### src/rtl/fp32_norm_round_pkg.sv
// Shared constants and beat types for the fp32 normalise + round stage.
// - Input format: signed biased exponent and a 28-bit raw mantissa
//   (carry, hidden, 23-bit fraction, guard, round, sticky).
// - Output format: the exponent and fraction widths that fp32_packer expects.
// - Beat structs: one for each of the two pipeline register banks.
package fp32_norm_round_pkg;

    localparam int EXP_IN_W   = 10;   // signed biased exponent at input
    localparam int MANT_IN_W  = 28;   // raw mantissa incl. carry and G/R/S
    localparam int BIAS       = 127;
    localparam int EXP_WIDTH  = 8;
    localparam int MANT_WIDTH = 23;
    localparam int FP32_WIDTH = 32;
    localparam int MAX_EXP    = 255;

    // Raw mantissa bit positions
    localparam int RAW_CARRY_BIT  = 27;
    localparam int RAW_HIDDEN_BIT = 26;
    localparam int RAW_FRAC_LSB   = 3;
    localparam int RAW_GUARD_BIT  = 2;
    localparam int RAW_ROUND_BIT  = 1;
    localparam int RAW_STICKY_BIT = 0;

    // Normalised mantissa drops the carry bit: [26] hidden .. [0] sticky
    localparam int NORM_W   = MANT_IN_W - 1;
    // One extra exponent bit so carry-in and cancellation never wrap
    localparam int EXP_WK_W = EXP_IN_W + 1;
    localparam int LZC_W    = 5;

    typedef struct packed {
        logic                sign;
        logic [EXP_WK_W-1:0] exp;
        logic [NORM_W-1:0]   mant;
        logic                zero;
        logic                inf;
        logic                nan;
    } s1_beat_t;

    typedef struct packed {
        logic                  sign;
        logic [EXP_WIDTH-1:0]  exp;
        logic [MANT_WIDTH-1:0] frac;
        logic                  zero;
        logic                  inf;
        logic                  nan;
    } s2_beat_t;

endpackage

### src/rtl/fp32_norm_round_lzc.sv
// 27-bit leading-zero counter, purely combinational.
// Ports:
//   din  in  27  value to scan, MSB first
//   lz   out 5   number of leading zeros (27 when din is zero)
module fp32_norm_round_lzc
    import fp32_norm_round_pkg::*;
(
    input  logic [NORM_W-1:0] din,
    output logic [LZC_W-1:0]  lz
);

    // hit is one-hot: bit gi marks the most significant set bit of din.
    logic [NORM_W-1:0] hit;

    genvar gi;
    generate
        for (gi = 0; gi < NORM_W; gi++) begin : g_hit
            if (gi == NORM_W - 1) begin : g_top
                assign hit[gi] = din[gi];
            end else begin : g_low
                assign hit[gi] = din[gi] & ~(|din[NORM_W-1:gi+1]);
            end
        end
    endgenerate

    always_comb begin
        lz = LZC_W'(NORM_W);
        for (int i = 0; i < NORM_W; i++) begin
            if (hit[i]) begin
                lz = LZC_W'(NORM_W - 1 - i);
            end
        end
    end

endmodule

### src/rtl/fp32_norm_round.sv
// Two-stage normalise + round-to-nearest-even between the alignment/add stage
// and fp32_packer. Stage 1 normalises the raw sum; stage 2 rounds and
// classifies into nan/inf/zero/normal. Subnormal results flush to signed zero.
// Ports:
//   clk, rst                 clock, synchronous active-high reset
//   in_valid / in_ready      input handshake
//   in_sign, in_exp, in_mant unnormalised sum (exp is signed, biased, refers to bit 26)
//   in_is_nan, in_is_inf     upstream special-case flags
//   out_valid / out_ready    output handshake
//   final_sign/exponent/mantissa, result_is_zero/inf/nan   to fp32_packer
module fp32_norm_round
    import fp32_norm_round_pkg::*;
(
    input  logic                  clk,
    input  logic                  rst,
    input  logic                  in_valid,
    output logic                  in_ready,
    input  logic                  in_sign,
    input  logic [EXP_IN_W-1:0]   in_exp,
    input  logic [MANT_IN_W-1:0]  in_mant,
    input  logic                  in_is_nan,
    input  logic                  in_is_inf,
    output logic                  out_valid,
    input  logic                  out_ready,
    output logic                  final_sign,
    output logic [EXP_WIDTH-1:0]  final_exponent,
    output logic [MANT_WIDTH-1:0] final_mantissa,
    output logic                  result_is_zero,
    output logic                  result_is_inf,
    output logic                  result_is_nan
);

    localparam logic signed [EXP_WK_W-1:0] MAX_EXP_W = EXP_WK_W'(MAX_EXP);

    logic     s1_valid_q, s1_valid_d;
    logic     s2_valid_q, s2_valid_d;
    s1_beat_t s1_q, s1_d;
    s2_beat_t s2_q, s2_d;

    logic s1_adv, s2_adv;

    // ---------------- handshake ----------------
    assign s2_adv   = ~s2_valid_q | out_ready;
    assign s1_adv   = ~s1_valid_q | s2_adv;
    assign in_ready = s1_adv;

    // ---------------- stage 1: normalise ----------------
    logic [LZC_W-1:0]    lz;
    logic [EXP_WK_W-1:0] in_exp_ext;
    logic [EXP_WK_W-1:0] norm_exp;
    logic [NORM_W-1:0]   norm_mant;
    logic                norm_zero;

    fp32_norm_round_lzc u_lzc (
        .din (in_mant[NORM_W-1:0]),
        .lz  (lz)
    );

    assign in_exp_ext = {in_exp[EXP_IN_W-1], in_exp};

    always_comb begin
        norm_zero = (in_mant == '0);
        if (in_mant[RAW_CARRY_BIT]) begin
            // Carry set: shift right by one, folding the dropped bit into sticky.
            norm_mant = {in_mant[MANT_IN_W-1:2], in_mant[1] | in_mant[0]};
            norm_exp  = in_exp_ext + EXP_WK_W'(1);
        end else begin
            norm_mant = in_mant[NORM_W-1:0] << lz;
            norm_exp  = in_exp_ext - EXP_WK_W'(lz);
        end
        // A zero mantissa carries no meaningful exponent; park it at 0 so the
        // overflow test in stage 2 can never turn an exact zero into inf.
        if (norm_zero) begin
            norm_exp = '0;
        end
    end

    always_comb begin
        s1_valid_d = s1_valid_q;
        s1_d       = s1_q;
        if (s1_adv) begin
            s1_valid_d = in_valid;
            if (in_valid) begin
                s1_d.sign = in_sign;
                s1_d.exp  = norm_exp;
                s1_d.mant = norm_mant;
                s1_d.zero = norm_zero;
                s1_d.inf  = in_is_inf;
                s1_d.nan  = in_is_nan;
            end
        end
    end

    // ---------------- stage 2: round + classify ----------------
    logic                  rnd_lsb, rnd_g, rnd_r, rnd_s, rnd_up;
    logic [MANT_WIDTH:0]   frac_sum;
    logic                  rnd_carry;
    logic [EXP_WK_W-1:0]   rnd_exp;
    s2_beat_t              s2_res;

    always_comb begin
        rnd_lsb  = s1_q.mant[RAW_FRAC_LSB];
        rnd_g    = s1_q.mant[RAW_GUARD_BIT];
        rnd_r    = s1_q.mant[RAW_ROUND_BIT];
        rnd_s    = s1_q.mant[RAW_STICKY_BIT];
        rnd_up   = rnd_g & (rnd_r | rnd_s | rnd_lsb);
        frac_sum = {1'b0, s1_q.mant[RAW_HIDDEN_BIT-1:RAW_FRAC_LSB]} + (MANT_WIDTH+1)'(rnd_up);
        // A fraction overflow ripples through the hidden bit; the fraction
        // bits left in frac_sum are already zero in that case.
        rnd_carry = frac_sum[MANT_WIDTH] & s1_q.mant[RAW_HIDDEN_BIT];
        rnd_exp   = s1_q.exp + EXP_WK_W'(rnd_carry);

        s2_res      = '0;
        s2_res.sign = s1_q.sign;
        if (s1_q.nan) begin
            s2_res.nan = 1'b1;
        end else if (s1_q.inf || ($signed(rnd_exp) >= MAX_EXP_W)) begin
            s2_res.inf = 1'b1;
            s2_res.exp = EXP_WIDTH'(MAX_EXP);
        end else if (s1_q.zero || ($signed(rnd_exp) <= $signed(EXP_WK_W'(0)))) begin
            s2_res.zero = 1'b1;
        end else begin
            s2_res.exp  = rnd_exp[EXP_WIDTH-1:0];
            s2_res.frac = frac_sum[MANT_WIDTH-1:0];
        end
    end

    always_comb begin
        s2_valid_d = s2_valid_q;
        s2_d       = s2_q;
        if (s2_adv) begin
            s2_valid_d = s1_valid_q;
            if (s1_valid_q) begin
                s2_d = s2_res;
            end
        end
    end

    // ---------------- registers ----------------
    always_ff @(posedge clk) begin
        if (rst) begin
            s1_valid_q <= 1'b0;
            s2_valid_q <= 1'b0;
            s1_q       <= '0;
            s2_q       <= '0;
        end else begin
            s1_valid_q <= s1_valid_d;
            s2_valid_q <= s2_valid_d;
            s1_q       <= s1_d;
            s2_q       <= s2_d;
        end
    end

    assign out_valid      = s2_valid_q;
    assign final_sign     = s2_q.sign;
    assign final_exponent = s2_q.exp;
    assign final_mantissa = s2_q.frac;
    assign result_is_zero = s2_q.zero;
    assign result_is_inf  = s2_q.inf;
    assign result_is_nan  = s2_q.nan;

endmodule

### config.mk
export PLATFORM = sky130hd
export DESIGN_NAME = fp32_norm_round
export DESIGN_NICKNAME = d
export VERILOG_FILES = /design/src/rtl/fp32_norm_round_pkg.sv /design/src/rtl/fp32_norm_round_lzc.sv /design/src/rtl/fp32_norm_round.sv
export SDC_FILE = /design/constraint.sdc
export NUM_CORES = 1
export LEC_CHECK = 0
export ABC_AREA = 1
export BUFFER_PORTS_ARGS = -buffer_cell sky130_fd_sc_hd__buf_2
export CORE_MARGIN = 2
export CORE_UTILIZATION = 60
export CTS_BUF_LIST = sky130_fd_sc_hd__clkbuf_2
export CTS_CLUSTER_DIAMETER = 150
export DETAILED_ROUTE_END_ITERATION = 8
export PLACE_DENSITY = 0.89
export REMOVE_ABC_BUFFERS = 1
export SETUP_SLACK_MARGIN = 0.15
export SYNTH_ARGS = -nofsm -noshare
export SYNTH_HDL_FRONTEND = slang
export SYNTH_SLANG_ARGS = --single-unit
### constraint.sdc
create_clock -name clk -period 7 [get_ports clk]
set_input_delay 0 -clock clk [delete_from_list [all_inputs] [get_ports clk]]
set_output_delay 0 -clock clk [all_outputs]
set_load 0.05 [all_outputs]
==> qor.csv <==
metric,value,unit
die_h,105,um
cp_top_family,simple AND/OR/NAND/NOR gates,
relSlewSlack,28.3,%
grt_first_pass_wirelength,31600,um
crit_fanout,25,
routed_wl,19000,um
nets,1146,
fmax,195,MHz
cp_slowest_cell,nand3_1,
synth.cells.most_frequent,"nand2_1, nand3_1, nor2_1, inv_1, a21oi_1",
postSynthCellCount,999,
clock_skew,0.0553,ns
numPortBuffers,81,
cts.clk_slew.worst_paths,0.26,ns
ys.flop_type,dfxtp_1,
synthArstFlopShare,0,%
via_per_inst,5.96,
synth-edff-count,0,
track_usage,34.8,%
vias,7299,
ioPinCount,82,
startpoint_type,input port,
worst_slew_pin_slew,1.07,ns
synth_area_leaders,"dfxtp_1, nand2_1, nand3_1",
setup_tns,0,ns
layout-drive-gt1-share,13.2,%
gp_congestion,1.09,
max-vdd-ir-drop,111,uV
netlist-cell-type-count,46,
drtIter0Drc,968,
ant_nets,0,
power,1110,uW
grt_pass1_vias,6753,
wl_per_cell,15.5,um
finalCritPeriodShare,73.3,%
yosys_register_bits,79,
max-clock-path-buffers,2,
yosysSeqAreaShare,26.0,%
core_area,9820,um2
die_w,105,um
cts_max_level,3,
antenna_found_initial,0,
worstPathArrival,5.59,ns
status,"finished, final reports clean",
top_layer,met4,
yosysTopAreaCellShare,26.0,%
fin_crit,5.13,ns
drt-met1-wl,7720,um
syn_to_final_growth,14.0,%
wl_met2,8550,um
clk-insertion-delay-late,0.54,ns
total_leakage_power,0.00332,uW
avgSynthCellArea,6.09,um2
maxCapViolCount,0,
cpMostUsedCell,nand2_1,
initial_core_util,62.0,%
row_count,36,
wl_met3,2180,um
post_cts_buffers,0,
finalMaxSlewViolations,0,
criticalPathCategory,in -> reg,
critPathCaptureType,register,
cts_root_buf,clkbuf_2,
grt_max_degree,50,
rsz0062_at_grt,false,
min_path_type,in -> reg,
p_per_area,159,nW/um2
final_hold_viol_count,0,
slowest_delay,0.77,ns
place_hpwl,13500,um
dieArea,11000,um2
drc_errors,0,
cts_made_buffers,9,
required,7.46,ns
grt_overflow,0,
netlist_area,6090,um2
setup_viol,0,
yosys.area.top_type,dfxtp_1,
drtPass1Iterations,7,
cts_resized,0,
post-synth-top-count-cell,nand2_1,
ys_warn_count,0,
clock-sinks,79,
cts_tree,built,
path_buf_inv,4,
-- metal layers --
layer,global-route usage (%),vias up
met3,8.86,58
met4,12.9,0
li1,-,3526
met2,55.9,471
met1,44.9,3244
met5,0,-
-- logic make-up (layout without fill, tap and decap cells) --
kind of cell / count (synthesis) / after routing / synth area share, %
and+or+nand+nor: 559 / 559 / 41.7
AOI/OAI and AO/OA: 177 / 177 / 16.2
buffers and inverters: 152 / 243 / 10.4
DFF: 79 / 79 / 26.0
adders and majority gates: 16 / 16 / 3.41
xor gates and xnor gates: 16 / 16 / 2.43
other: 0 / 1 / 0
-- through the flow --
stage               util [%]  setup slack [ns]  cells  area [um2]  hold slack, ns
finish                  70.7              1.87   1224        6940          0.0167
global route            70.7              1.36   1223        6940          0.0116
CTS                     70.7              2.07   1223        6940         0.00327
detailed placement      65.8              2.06   1171        6460           0.258
global placement        65.8              2.23   1171        6460           0.252
floorplan                  -              3.01    952        5850          0.0691
-- power breakdown --
group          switching [uW]  leakage [uW]  internal [uW]
registers                22.9      0.000648            479
logic                     236       0.00260            116
clock network             167     0.0000741           83.5
total                     426       0.00332            679
-- tightest hold or removal path: cells and delay by family --
family                 cells  cell delay (ns)
buffers and inverters      2             0.33
and+or+nand+nor            2             0.15
AOI/OAI and AO/OA          1             0.06
-- path summary, 6_finish.rpt --
check | start | to | slack, ns | cells past startpoint
worst max-delay path | in_mant[24] | s1_q[40]$_SDFFE_PP0P_ | 1.87 | 29
worst min-delay path | in_valid | s1_q[33]$_SDFFE_PP0P_ | 0.02 | 5
worst max register to register | rnd_lsb$_SDFFE_PP0P_ | final_mantissa[20]$_SDFFE_PP0P_ | 2.13 | 32
worst min register to register | s1_q[29]$_SDFFE_PP0P_ | s1_q[29]$_SDFFE_PP0P_ | 0.48 | 2
-- cells in the final DEF (no fill, tap or decap), types with 9 or more instances in the layout --
cell type	n
a31oi_1	11
nor2_1	105
xor2_1	12
ha_1	15
nor3_1	11
a21oi_1	88
dfxtp_1	79
nand2_1	225
nand4_1	25
nand3_1	149
dlygate4sd3_1	36
inv_1	100
a32oi_1	10
o21ai_0	50
buf_2	81
clkbuf_2	9
-- state kept, by name (all words and copies together) (netlist names) --
name	cells
final_exponent	8
rnd_r	1
rnd_s	1
result_is_zero	1
result_is_nan	1
final_mantissa	23
s1_valid_q	1
s1_q	38
final_sign	1
rnd_lsb	1
result_is_inf	1
rnd_g	1
out_valid	1
-- area by class of cell --
class	instances	area, um2
fillers	905	2880
flip-flops and latches	79	1580
clock inverters	7	70.1
well taps	133	166
repair buffers	122	803
multi-input cells	768	3870
inverters	105	397
diodes	1	2.50
clock buffers	9	45.0
-- repair_timing --
| action | 4_1_cts | 5_1_grt |
|---|---|---|
| setup endpoints to repair | 0 | 0 |
| hold buffers | 36 | 0 |
| hold endpoints to repair | 42 | 0 |
(Power assumes the default switching activity.)
